### config.mk
export PLATFORM = sky130hd
export DESIGN_NAME = contador_param
export DESIGN_NICKNAME = d
export VERILOG_FILES = /design/src/rtl/contador_param.sv
export SDC_FILE = /design/constraint.sdc
export NUM_CORES = 1
export LEC_CHECK = 0
export CORE_MARGIN = 5
export CORE_UTILIZATION = 25
export CTS_CLUSTER_DIAMETER = 30
export DETAILED_ROUTE_END_ITERATION = 7
export PLACE_DENSITY = 0.43
export REMOVE_ABC_BUFFERS = 1
export SLEW_MARGIN = 25
export SYNTH_ARGS = -nofsm -noshare
export SYNTH_HDL_FRONTEND = slang
export SYNTH_SLANG_ARGS = --single-unit
### constraint.sdc
create_clock -name clk -period 1.6 [get_ports clk]
set_input_delay 0.32 -clock clk [delete_from_list [all_inputs] [get_ports clk]]
set_output_delay 0.32 -clock clk [all_outputs]
set_load 0.01 [all_outputs]
### src/rtl/contador_param.sv
`default_nettype none
// ============================================================================
// Module   : contador_param
// Purpose  : Multi-channel pop counter. A registered req/idx read port is
//            serviced only while the system is idle.
//            Optional macro CONTADOR_CLR_ON_READ_EN: an in-range read clears
//            the channel it reads.
// Revision : 1.0 - initial release
// ============================================================================
module contador_param #(
  parameter int NCH = 5,
  parameter int CW  = 5,
  parameter int IW  = 3,
  parameter int SAT = 1
) (
  input  logic           clk,
  input  logic           reset,
  input  logic [NCH-1:0] pop,
  input  logic           idle,
  input  logic           req,
  input  logic [IW-1:0]  idx,
  output logic           valid,
  output logic [CW-1:0]  data_out,
  output logic           idx_err
);

  localparam logic [CW-1:0] c_MAX = '1;

  typedef enum logic [0:0] {
    S_COUNT = 1'b0,
    S_READY = 1'b1
  } state_t;

  state_t          r_state;
  state_t          w_state_nxt;
  logic            w_svc;
  logic [NCH-1:0]  w_hit;
  logic            w_inrange;
  logic [CW-1:0]   w_rd_data;
  logic [CW-1:0]   w_cnt [NCH];
  logic            r_valid;
  logic [CW-1:0]   r_data;
  logic            r_err;

  always_ff @(posedge clk or posedge reset) begin
    if (reset) r_state <= S_COUNT;
    else       r_state <= w_state_nxt;
  end

  // The state reflects idle as seen on the previous edge, so a request is
  // served on the edge where idle falls but not on the one where it rises.
  always_comb begin
    w_state_nxt = r_state;
    w_svc       = 1'b0;
    if (idle) w_state_nxt = S_READY;
    else      w_state_nxt = S_COUNT;
    w_svc = (r_state == S_READY) && req;
  end

  always_comb begin
    w_hit     = '0;
    w_rd_data = '0;
    for (int i = 0; i < NCH; i++) begin
      if (idx == IW'(i)) begin
        w_hit[i]  = 1'b1;
        w_rd_data = w_cnt[i];
      end
    end
  end

  assign w_inrange = |w_hit;

  for (genvar g = 0; g < NCH; g++) begin : g_ch
    logic [CW-1:0] r_cnt;
    logic          w_clr;

`ifdef CONTADOR_CLR_ON_READ_EN
    assign w_clr = w_svc & w_hit[g];
`else
    assign w_clr = 1'b0;
`endif

    // A clear and a pop on the same edge leave exactly one count.
    always_ff @(posedge clk or posedge reset) begin
      if (reset) begin
        r_cnt <= '0;
      end else if (w_clr) begin
        r_cnt <= pop[g] ? CW'(1) : '0;
      end else if (pop[g]) begin
        if (r_cnt == c_MAX) r_cnt <= (SAT != 0) ? c_MAX : '0;
        else                r_cnt <= r_cnt + CW'(1);
      end
    end

    assign w_cnt[g] = r_cnt;
  end

  always_ff @(posedge clk or posedge reset) begin
    if (reset) begin
      r_valid <= 1'b0;
      r_data  <= '0;
      r_err   <= 1'b0;
    end else if (w_svc) begin
      r_valid <= 1'b1;
      r_data  <= w_rd_data;
      r_err   <= ~w_inrange;
    end else begin
      r_valid <= 1'b0;
      r_err   <= 1'b0;
    end
  end

  assign valid    = r_valid;
  assign data_out = r_data;
  assign idx_err  = r_err;

endmodule
`default_nettype wire

After elaboration in Yosys (flattened, before gate mapping)
Index checks and enable logic that the tools add are counted.

operators by class
  add/subtract/negate cells = 5
  eq/ne operators = 9
  muxes and demuxes = 18
  bitwise gates (word level) = 1
  reduce and logical (&&, ||, !) cells = 3

operators by type and width
  cell                                            count
  2-to-1 mux 5 bit                                10
  adder 5 x 1 -> 5 bit (second input constant)    5
  == test 5 bit (second input constant)           5
  2-to-1 mux 1 bit                                8
  == test 3 x 2 -> 1 bit (second input constant)  2
  OR reduction 5 bit                              1
  == test 3 x 1 -> 1 bit (second input constant)  1
  == test 3 bit (second input constant)           1
  zero test 3 bit                                 1
  logical AND 1 bit                               1
  NOT 1 bit                                       1

word-level totals
  flip-flop bits (word level) = 33
  bits of input ports = 12
  output and inout port bits = 7
  logic and storage cells = 45

Logic depth before layout (Yosys ltp)
  depth in word-level cells = 6
  gate-level depth with buffers = 5
  gate-level depth less buffers = 5

Worst setup path before layout
OpenSTA, ideal clock, no wires.

  path type = register to register
  start point = register g_ch[4].r_cnt[0]
  end point = register g_ch[4].r_cnt[4]
  library setup time = 127 ps
  arrival = 1,051 ps
  required time = 1,473 ps
  setup slack = 421 ps
  cell stages (with the launch flop) = 4
  path buffers = 0
  clock period less this slack = 1,179 ps
  cells stage by stage = dfrtp_1 > ha_1 > and4_1 > or2_2

on the way
  word-level cells in the longest chain between the ends = 2
  elaborated cells on any way between the ends = 3
  those cells by class = add/sub (1); eq/ne (1); mux (1)

ends and longest elaborated chain
  item                                                          line    text
  from (decl)                                                   74      logic [CW-1:0] r_cnt;
  from (signal assigned)                                        88      r_cnt <= pop[g] ? CW'(1) : '0;
  from (signal assigned)                                        90      if (r_cnt == c_MAX) r_cnt <= (SAT != 0) ? c_MAX : '0;
  from (signal assigned)                                        91      else r_cnt <= r_cnt + CW'(1);
  adder 5 x 1 -> 5 bit / == test 5 bit (equally long branches)  91, 90
  2-to-1 mux 5 bit (*)                                          90

Every way passes the cells marked *; elsewhere a longest branch is shown, timed or not.
A chain may end at the register's enable or synchronous reset.

Worst setup path after layout
  start point = register r_data[2], in the netlist data_out[2]
  end point = output port data_out[2]

RTL lines
  item                    line  text
  from (decl)             42    logic [CW-1:0] r_data;
  from (signal assigned)  105   r_data <= w_rd_data;
  to (decl)               23    output logic [CW-1:0] data_out,

No word-level cell between the ends.

==> key figures <==
Status
  • Outcome: finished clean

Clock tree
  • Root buffer cell: clkbuf_8
  • # H-tree levels: 2
  • Post-cts resize count: 0
  • Clock Path Buffers: 2
  • CTS Sinks: 33
  • TritonCTS Buffers: 5
  • CTS tree: yes
  • Post-CTS Repair Setup Buffers: 0
  • Worst-path clk slew: approximately 0.06 ns
  • Clock latency on the worst-skew pair: approximately 0.28 ns
  • Hold_buf cts: 0

STA
  • Count of pins over their slew limit: 0
  • Slew at the pin with the worst max-slew slack: between 0.2 and 0.3 ns
  • Fin worst setup slack: 0.0964 ns
  • Worst Skew: between 0.004 and 0.005 ns
  • Final Setup Violations: 0
  • Final Hold Fails: 0
  • Period utilisation layout: 0.940
  • Total negative setup slack: 0 ns
  • RSZ-0062 raised after global routing: no
  • Crit path time final: between 1.5 and 2 ns
  • Max frequency: approximately 0.67 GHz
  • Normalized max-slew margin: 0.821

Detailed routing
  • First-pass iteration count of the detailed router: 4
  • Iteration-0 DRC Markers: between 60 and 70
  • Wire length per cell: approximately 13 um
  • # DRC: 0
  • Routed vias/inst: 4.68
  • Final wirelength: roughly 3300 um
  • Via count: 1180
  • Antenna viol nets, final: 0

Setup path
  • CP Max Fanout: 2
  • Reg2reg end: g_ch[4].r_cnt[4]$_DFFE_PP0P_
  • R2R cell count: 3
  • Startpoint types: register
  • Critical Path RT: 1.28 ns
  • Worst path buffer plus inverter count: 1
  • Crit-path max cell delay: 0.54 ns
  • R2r startpoint: g_ch[4].r_cnt[0]$_DFFE_PP0P_
  • Crit-path cells: clkdlybuf4s50_1
  • CP endpoint kind: output pin
  • Critical Path AT: about 1.2 ns
  • Family with the most delay on the worst path: buffers and inverters
  • Reg-to-reg setup timing slack: 0.36 ns
  • Slowest CP cell: clkdlybuf4s50_1
  • WS Path Type: register to output pin

Die
  • Chip width: around 90 um
  • Die area: slightly above 8000 um^2
  • Site row count: 29
  • Io pins: 19
  • Die span in y: between 90 and 100 um
  • Initial core utilization: 0.254
  • Core area: 6310 um^2

Yosys
  • Mapped Cells: roughly 150
  • Sequential-to-total area share from yosys stat: 0.514
  • Top cells by area, synth: dfrtp_1 51%, nand2_1 6.3%, xnor2_1 4.9%, ha_1 3.9%, nand4_1 3.5%
  • Top cell type by total area after synthesis: dfrtp_1
  • Yosys warns: 0
  • Syn Std Cell Area: between 1500 and 2000 um^2
  • Seq cells post-synth: 33
  • Top-area cell type share of the netlist area: 0.514
  • Fraction of registers with async set or reset after synthesis: 1.00
  • Post-synth EDFFs: 0
  • Avg Synthesized Cell Area: 11.1 um^2
  • Top cells by count, synth: 33 x dfrtp_1, 27 x nand2_1, 9 x nand4_1, 9 x xnor2_1, 6 x xor2_1
  • Ys flop type: dfrtp_1
  • Netlist cell types: 33
  • Count leader, synth: dfrtp_1

Finish
  • FF+latch area: slightly above 800 um^2
  • Layout cells sized above 1: 0.177
  • Nets: ~190
  • ANT cells: 0
  • Layout fillers: 664
  • Area Growth Syn to Fin: 26.6%
  • Footprint of the multi-input gates: 752 um^2

Placed design
  • Placer Congestion: about 0.84
  • Detailed placement HPWL: between 2000 and 2500 um
  • I/O Buffers: 18
  • DP Worst Slack: -0.0853 ns

Global routing
  • First-pass GRT wire length: slightly below 6000 um
  • Largest net degree at the start of global routing: 34
  • Initial antenna violation count: 0
  • Total GRT Usage: 0.0887
  • Vias in the first global route: ~1300
  • GRT Residual Overflow: 0

Pwr
  • Int Power: 2.15 mW
  • Sw Ratio: 0.343
  • Overall power: 3.28 mW
  • Logic pwr share: 0.316
  • Sequential share of power: 0.496
  • Peak supply drop: 550 uV
  • Power per cell area: around 1600 nW/um^2
  • Sw power: 1.12 mW
  • Clock network fraction of design power: 0.188
  • Leakage: between 0.8 and 0.9 nW

Job
  • Max-cap violations: 0

Hold path
  • Worst hold path class: input port to async pin
-- registers in the layout, summed over array words and instances (netlist names) --
name        flops
data_out        5
g_ch.r_cnt     25
idx_err         1
r_state         1
valid           1
-- per-stage QoR --
| stage | hold WS (ns) | utilization | area (um^2) | std cells |
|---|---|---|---|---|
| floorplan | 0.351 | - | 1590 | 142 |
| global placement | 0.490 | 0.308 | 1950 | 245 |
| detailed placement | 0.491 | 0.308 | 1950 | 245 |
| CTS | 0.384 | 0.322 | 2030 | 252 |
| global route | 0.414 | 0.322 | 2030 | 252 |
| finish | 0.376 | 0.322 | 2030 | 252 |
-- cell families (layout without fill, tap and decap cells) --
group	after synthesis	after routing	share of synthesized area
AND/OR/NAND/NOR	54	54	0.183
flip-flops	33	33	0.514
AO/OA/AOI/OAI	23	23	0.0935
XOR/XNOR	15	15	0.0818
multiplexers	10	10	0.0709
adder cells (fa/ha/maj)	5	5	0.0389
buffers and inverters	5	35	0.0179
-- final cells by class --
| cell class | instances | area share |
|---|---|---|
| tap | 77 | 0.0474 |
| inverter | 2 | 0.00369 |
| multi-input combinational | 107 | 0.370 |
| timing repair buffer | 26 | 0.130 |
| sequential | 33 | 0.406 |
| clock buffer | 7 | 0.0425 |
-- layout by cell type (no fill, tap or decap), types with 6 or more instances in the layout --
cell             netlist  routed
clkdlybuf4s50_1        0      18
buf_4                  0       6
clkbuf_8               0       6
nand2_1               27      27
xnor2_1                9       9
dfrtp_1               33      33
xor2_1                 6       6
nand4_1                9       9
-- worst max-delay path by stage --
stage	depth (start not counted)	startpoint	end
after floorplan	3	g_ch[4].r_cnt[0]$_DFFE_PP0P_	g_ch[4].r_cnt[4]$_DFFE_PP0P_
after global placement	5	idx[0]	data_out[2]$_DFFE_PP0P_
after detailed placement	5	idx[0]	data_out[2]$_DFFE_PP0P_
after CTS	1	data_out[3]$_DFFE_PP0P_	data_out[3]
after global routing	1	data_out[2]$_DFFE_PP0P_	data_out[2]
final	1	data_out[2]$_DFFE_PP0P_	data_out[2]
-- routing by layer --
metal	vias up	share of wire	track usage
met5	-	0	0
met4	0	0.014	0.0422
met3	5	0.055	0.0334
met2	21	0.45	0.141
met1	578	0.47	0.105
li1	576	-	-
-- power groups by stage --
stage	clock, mW	combinational, mW	sequential (mW)
2_1_floorplan	0	0.775	1.53
4_1_cts	0.647	1.06	1.63
6_report	0.616	1.03	1.63
3_5_place_dp	0	1.05	1.64
3_3_place_gp	0	1.00	1.64
5_1_grt	0.674	1.22	1.69
No activity file was read; power rests on OpenSTA's default activity.
